File: config.mk
export PLATFORM = sky130hd
export DESIGN_NAME = fetch_unit
export DESIGN_NICKNAME = d
export VERILOG_FILES = /design/src/rtl/riscv_pkg.sv /design/src/rtl/if_id_reg.sv /design/src/rtl/fetch_unit.sv
export SDC_FILE = /design/constraint.sdc
export NUM_CORES = 1
export LEC_CHECK = 0
export CELL_PAD_IN_SITES_DETAIL_PLACEMENT = 1
export CELL_PAD_IN_SITES_GLOBAL_PLACEMENT = 1
export CORE_MARGIN = 1.5
export CORE_UTILIZATION = 35
export DETAILED_ROUTE_END_ITERATION = 8
export GPL_TIMING_DRIVEN = 0
export PLACE_DENSITY = 0.87
export SYNTH_ARGS = -nofsm -noshare
export SYNTH_HDL_FRONTEND = slang
export SYNTH_SLANG_ARGS = --single-unit
File: constraint.sdc
create_clock -name clk -period 4.39 [get_ports clk]
set_input_delay 0.6585 -clock clk [delete_from_list [all_inputs] [get_ports clk]]
set_output_delay 0.6585 -clock clk [all_outputs]
set_load 0.01 [all_outputs]
File: src/rtl/riscv_pkg.sv
// Shared pipeline definitions: default width, NOP encoding, base opcodes and the fetch FSM states.
// Decode/control logic imports the same opcode values.
package riscv_pkg;

  localparam int          XLEN_DEFAULT = 32;
  localparam logic [31:0] NOP_INSTR    = 32'h0000_0013;

  localparam logic [6:0] OPC_R      = 7'b0110011;
  localparam logic [6:0] OPC_LOAD   = 7'b0000011;
  localparam logic [6:0] OPC_OPIMM  = 7'b0010011;
  localparam logic [6:0] OPC_JALR   = 7'b1100111;
  localparam logic [6:0] OPC_SYSTEM = 7'b1110011;
  localparam logic [6:0] OPC_STORE  = 7'b0100011;
  localparam logic [6:0] OPC_BRANCH = 7'b1100011;
  localparam logic [6:0] OPC_LUI    = 7'b0110111;
  localparam logic [6:0] OPC_AUIPC  = 7'b0010111;
  localparam logic [6:0] OPC_JAL    = 7'b1101111;

  typedef enum logic [1:0] {
    FETCH_REQ,
    FETCH_WAIT,
    FETCH_DROP
  } fetch_state_t;

endpackage

File: src/rtl/if_id_reg.sv
// IF/ID pipeline register: flush beats load beats consume; one cycle from load to visible output.
// Holds contents while decode is not consuming; the caller never loads into an occupied, non-draining slot.
module if_id_reg import riscv_pkg::*; #(
  parameter int XLEN = XLEN_DEFAULT
) (
  input  logic            clk,
  input  logic            rst,
  input  logic            load,
  input  logic            consume,
  input  logic            flush,
  input  logic [31:0]     instr_in,
  input  logic [XLEN-1:0] pc_in,
  output logic            valid,
  output logic [31:0]     instr,
  output logic [XLEN-1:0] pc
);

  logic            valid_q, valid_d;
  logic [31:0]     instr_q, instr_d;
  logic [XLEN-1:0] pc_q, pc_d;

  always_comb begin
    valid_d = valid_q;
    instr_d = instr_q;
    pc_d    = pc_q;
    if (flush) begin
      valid_d = 1'b0;
    end else if (load) begin
      valid_d = 1'b1;
      instr_d = instr_in;
      pc_d    = pc_in;
    end else if (consume) begin
      valid_d = 1'b0;
    end
  end

  always_ff @(posedge clk) begin
    if (rst) begin
      valid_q <= 1'b0;
      instr_q <= NOP_INSTR;
      pc_q    <= '0;
    end else begin
      valid_q <= valid_d;
      instr_q <= instr_d;
      pc_q    <= pc_d;
    end
  end

  assign valid = valid_q;
  assign instr = instr_q;
  assign pc    = pc_q;

endmodule

File: src/rtl/fetch_unit.sv
// Instruction fetch stage: one outstanding request, response lands in IF/ID (memory latency + 1 cycles).
// Requests only when IF/ID is free or draining; EX redirects flush IF/ID and drop any in-flight response.
module fetch_unit import riscv_pkg::*; #(
  parameter int              XLEN     = XLEN_DEFAULT,
  parameter logic [XLEN-1:0] RESET_PC = '0
) (
  input  logic            clk,
  input  logic            rst,
  output logic            imem_req_valid,
  input  logic            imem_req_ready,
  output logic [XLEN-1:0] imem_req_addr,
  input  logic            imem_rsp_valid,
  input  logic [31:0]     imem_rsp_data,
  input  logic            redirect_valid,
  input  logic [XLEN-1:0] redirect_pc,
  input  logic            id_ready,
  output logic            if_id_valid,
  output logic [31:0]     if_id_instr,
  output logic [XLEN-1:0] if_id_pc
);

  fetch_state_t    state_q, state_d;
  logic [XLEN-1:0] pc_q, pc_d;
  logic [XLEN-1:0] req_pc_q, req_pc_d;
  logic            slot_free, req_fire, rsp_load, consume;

  assign slot_free      = !if_id_valid || id_ready;
  assign imem_req_valid = !rst && (state_q == FETCH_REQ) && slot_free;
  assign imem_req_addr  = pc_q;
  assign req_fire       = imem_req_valid && imem_req_ready;
  assign consume        = if_id_valid && id_ready;

  always_comb begin
    state_d  = state_q;
    pc_d     = pc_q;
    req_pc_d = req_pc_q;
    rsp_load = 1'b0;
    case (state_q)
      FETCH_REQ: begin
        if (req_fire) begin
          req_pc_d = pc_q;
          pc_d     = pc_q + XLEN'(4);
          state_d  = FETCH_WAIT;
        end
      end
      FETCH_WAIT: begin
        if (imem_rsp_valid) begin
          rsp_load = 1'b1;
          state_d  = FETCH_REQ;
        end
      end
      FETCH_DROP: begin
        if (imem_rsp_valid) state_d = FETCH_REQ;
      end
      default: state_d = FETCH_REQ;
    endcase

    // A redirect wins everywhere; an outstanding old-path request must be drained via FETCH_DROP.
    if (redirect_valid) begin
      pc_d     = {redirect_pc[XLEN-1:2], 2'b00};
      rsp_load = 1'b0;
      if (state_q == FETCH_REQ) state_d = req_fire ? FETCH_DROP : FETCH_REQ;
      else                      state_d = imem_rsp_valid ? FETCH_REQ : FETCH_DROP;
    end
  end

  always_ff @(posedge clk) begin
    if (rst) begin
      state_q  <= FETCH_REQ;
      pc_q     <= RESET_PC;
      req_pc_q <= '0;
    end else begin
      state_q  <= state_d;
      pc_q     <= pc_d;
      req_pc_q <= req_pc_d;
    end
  end

  if_id_reg #(.XLEN(XLEN)) u_if_id (
    .clk      (clk),
    .rst      (rst),
    .load     (rsp_load),
    .consume  (consume),
    .flush    (redirect_valid),
    .instr_in (imem_rsp_data),
    .pc_in    (req_pc_q),
    .valid    (if_id_valid),
    .instr    (if_id_instr),
    .pc       (if_id_pc)
  );

endmodule

==> results_dict.tcl <==
set metrics [dict create \
    netlist_instances 624 \
    clock_skew_ps 8.80 \
    finalInstanceArea_sq_mm 0.00751 \
    yosysWarnings 0 \
    clock_path_buffers 2 \
    cp_max_fo 7 \
    synth_edf_count 0 \
    grt_pass1_wl_microns 27500 \
    placedInstanceArea_sq_mm 0.00692 \
    drive_above_1_share_pct 5.75 \
    die_area_sq_mm 0.0153 \
    grt_max_degree 17 \
    finalSetupViolations 0 \
    outcome "complete, no violations" \
    muxShareOfSynthArea_pct 0.196 \
    r2r_cells 8 \
    crit_required_ps 3730 \
    drv_cap 0 \
    clk_pin_slew_ps 50 \
    grt_usage_pct 23.7 \
    finalSetupTns_ps 0 \
    syn2layout_area_growth_pct 47.4 \
    clockRootBuffer "clkbuf_16" \
    synth_area_per_cell_sq_um 8.17 \
    synth_adder_area_share_pct 0.737 \
    fp.coreArea_sq_mm 0.0140 \
    rsz0062_at_grt "no" \
    via_count 5050 \
    start_kind "primary input" \
    timing.final.crit_period_ps 2840 \
    fmax_ghz 0.352 \
    rrSetupSlack_ps 2010 \
    ant_nets 0 \
    worstHoldPathCells 2 \
    yosys.area.top_type "dfxtp_1" \
    seq_area_sq_mm 0.00250 \
    r2r-end "imem_req_addr[11]" \
    fin_crit_sh_pct 64.7 \
    yosys_most_used_dff "dfxtp_1" \
    antenna_found_initial 1 \
    wl_per_cell_microns 17.6 \
    p_per_area_mw_per_mm2 383 \
    ios 168 \
    maxSlewHeadroom_pct 44.4 \
    first_pass_iters 4 \
    yosys-top-cells-count "199 x nand2_1, 125 x dfxtp_1, 69 x a21oi_1" \
    netlist_area_sq_mm 0.00510 \
    synth_area_leaders "dfxtp_1 49%, nand2_1 15%, a21oi_1 6.8%" \
    synth_compound_area_share_pct 11.5 \
    drv_slew 0 \
    yosys.area_share.simple_pct 30.0 \
    overflow 0 \
    die-width_microns 124 \
    synth_top_area_share_pct 49.1 \
    synth_xor_area_share_pct 4.30 \
    finalHoldViolCount 0 \
    drcViolationCount 0 \
    cts_resized 0 \
    irDropWorstVdd_uv 300 \
    yosysSeqAreaShare_pct 49.1 \
    wirelength_microns 17600 \
    yosysMostFrequentCell "nand2_1" \
    cts-buffers-inserted 17 \
    max_slew.worst_pin.slew_ps 832 \
    grt_pass1_vias 5401 \
    ctsHoldBuffers 0 \
    initial_core_util_pct 36.3 \
    ys_ff_latch 125 \
    die_h_microns 124 \
    arrival_ps 2180 \
    cts_sinks 125 \
    multiInputGateArea_sq_mm 0.00239 \
    critPathCaptureType "output port" \
    cts_tree "done" \
    viasPerCell 5.06 \
    synth_cell_types 40 \
    worstHoldEndpoint "u_if_id.pc[4]" \
    final_nets 878 \
    dpl.hpwl_microns 12700 \
    min_from "u_if_id.pc[4]" \
    routabilityCongestion 0.804 \
    synth_top_family_by_area "simple AND/OR/NAND/NOR gates" \
    crit_type "in2out" \
    synthArstFlopShare_pct 0 \
    post_cts.repair.setup_buffers 0 \
    nFillCells 1657 \
    htreeDepth 4 \
    hold_class "reg2reg" \
    clk_latency_ps 420 \
    place.port_buffers 159 \
    initialDrtViolationCount 203 \
    rows 43 \
    leakagePower_nw 2.73 \
    r2r-start "state_q[1]" \
]
[critical path: stages]
cell,delay [ps]
clkdlybuf4s50_1,470
and2b_1,290
nor2_1,200
clkdlybuf4s50_1,560
[power by group]
part	total [mW]	internal [mW]	switching (mW)	leakage, nW
logic	0.260	0.135	0.125	1.43
registers	1.22	1.17	0.0432	1.02
clock network	1.40	0.887	0.510	0.280
total	2.87	2.20	0.678	2.73
[final cells by class]
| cell class | count | share of cell area (%) |
|---|---|---|
| inverter | 4 | 0.200 |
| antenna | 1 | 0.0333 |
| multi-input combinational | 452 | 31.9 |
| clock buffer | 20 | 5.81 |
| clock inverter | 12 | 1.95 |
| tap | 180 | 3.00 |
| buffer | 46 | 2.62 |
| sequential | 125 | 33.3 |
| timing repair buffer | 159 | 21.2 |
[flip-flops by register name (all words and copies together), names as in the netlist]
signal / flops
imem_req_addr: 30
u_if_id.instr: 32
state_q: 2
req_pc_q: 30
u_if_id.valid: 1
u_if_id.pc: 30
[logic make-up after synthesis]
| kind of cell | Yosys count |
|---|---|
| xor gates and xnor gates | 25 |
| and+or+nand+nor | 317 |
| DFF | 125 |
| AOI/OAI and AO/OA | 102 |
| adders and majority gates | 3 |
| other | 1 |
| muxes | 1 |
| buffers and inverters | 50 |
[worst max path at each step]
stage               startpoint  slack [ps]           endpoint
floorplan                  rst        2230  imem_req_addr[16]
global route          id_ready        1490     imem_req_valid
CTS                   id_ready        1550     imem_req_valid
finish                id_ready        1550     imem_req_valid
global placement      id_ready        1440  imem_req_addr[23]
detailed placement    id_ready        1400   imem_req_addr[9]
[cells in the final DEF, fill, tap and decap left out, types with 17 or more instances in the layout]
master and n:
nand2_1 199, clkbuf_1 42, nand3b_1 33, xor2_1 20, clkbuf_16 17, nor2_1 29
a21oi_1 69, a211oi_1 17, clkdlybuf4s50_1 159, dfxtp_1 125
[metrics by stage]
stage	instances	worst slack (ps)	power (mW)	utilization [%]	hold slack [ps]
detailed placement	966	1400	1.50	49.3	450
floorplan	627	2230	1.34	-	432
global placement	966	1440	1.48	49.3	440
global route	999	1490	2.98	53.5	470
CTS	998	1550	2.89	53.5	457
finish	999	1550	2.87	53.5	456
[per-layer routing]
metal  vias up  wire length, microns  global-route usage [%]
li1       2440                     -                       -
met3        27                   873                    5.36
met5         -                     0                       0
met2       131                  9110                    43.2
met1      2452                  7330                    26.7
met4         0                   310                    9.05
No activity file was read; power rests on OpenSTA's default activity.
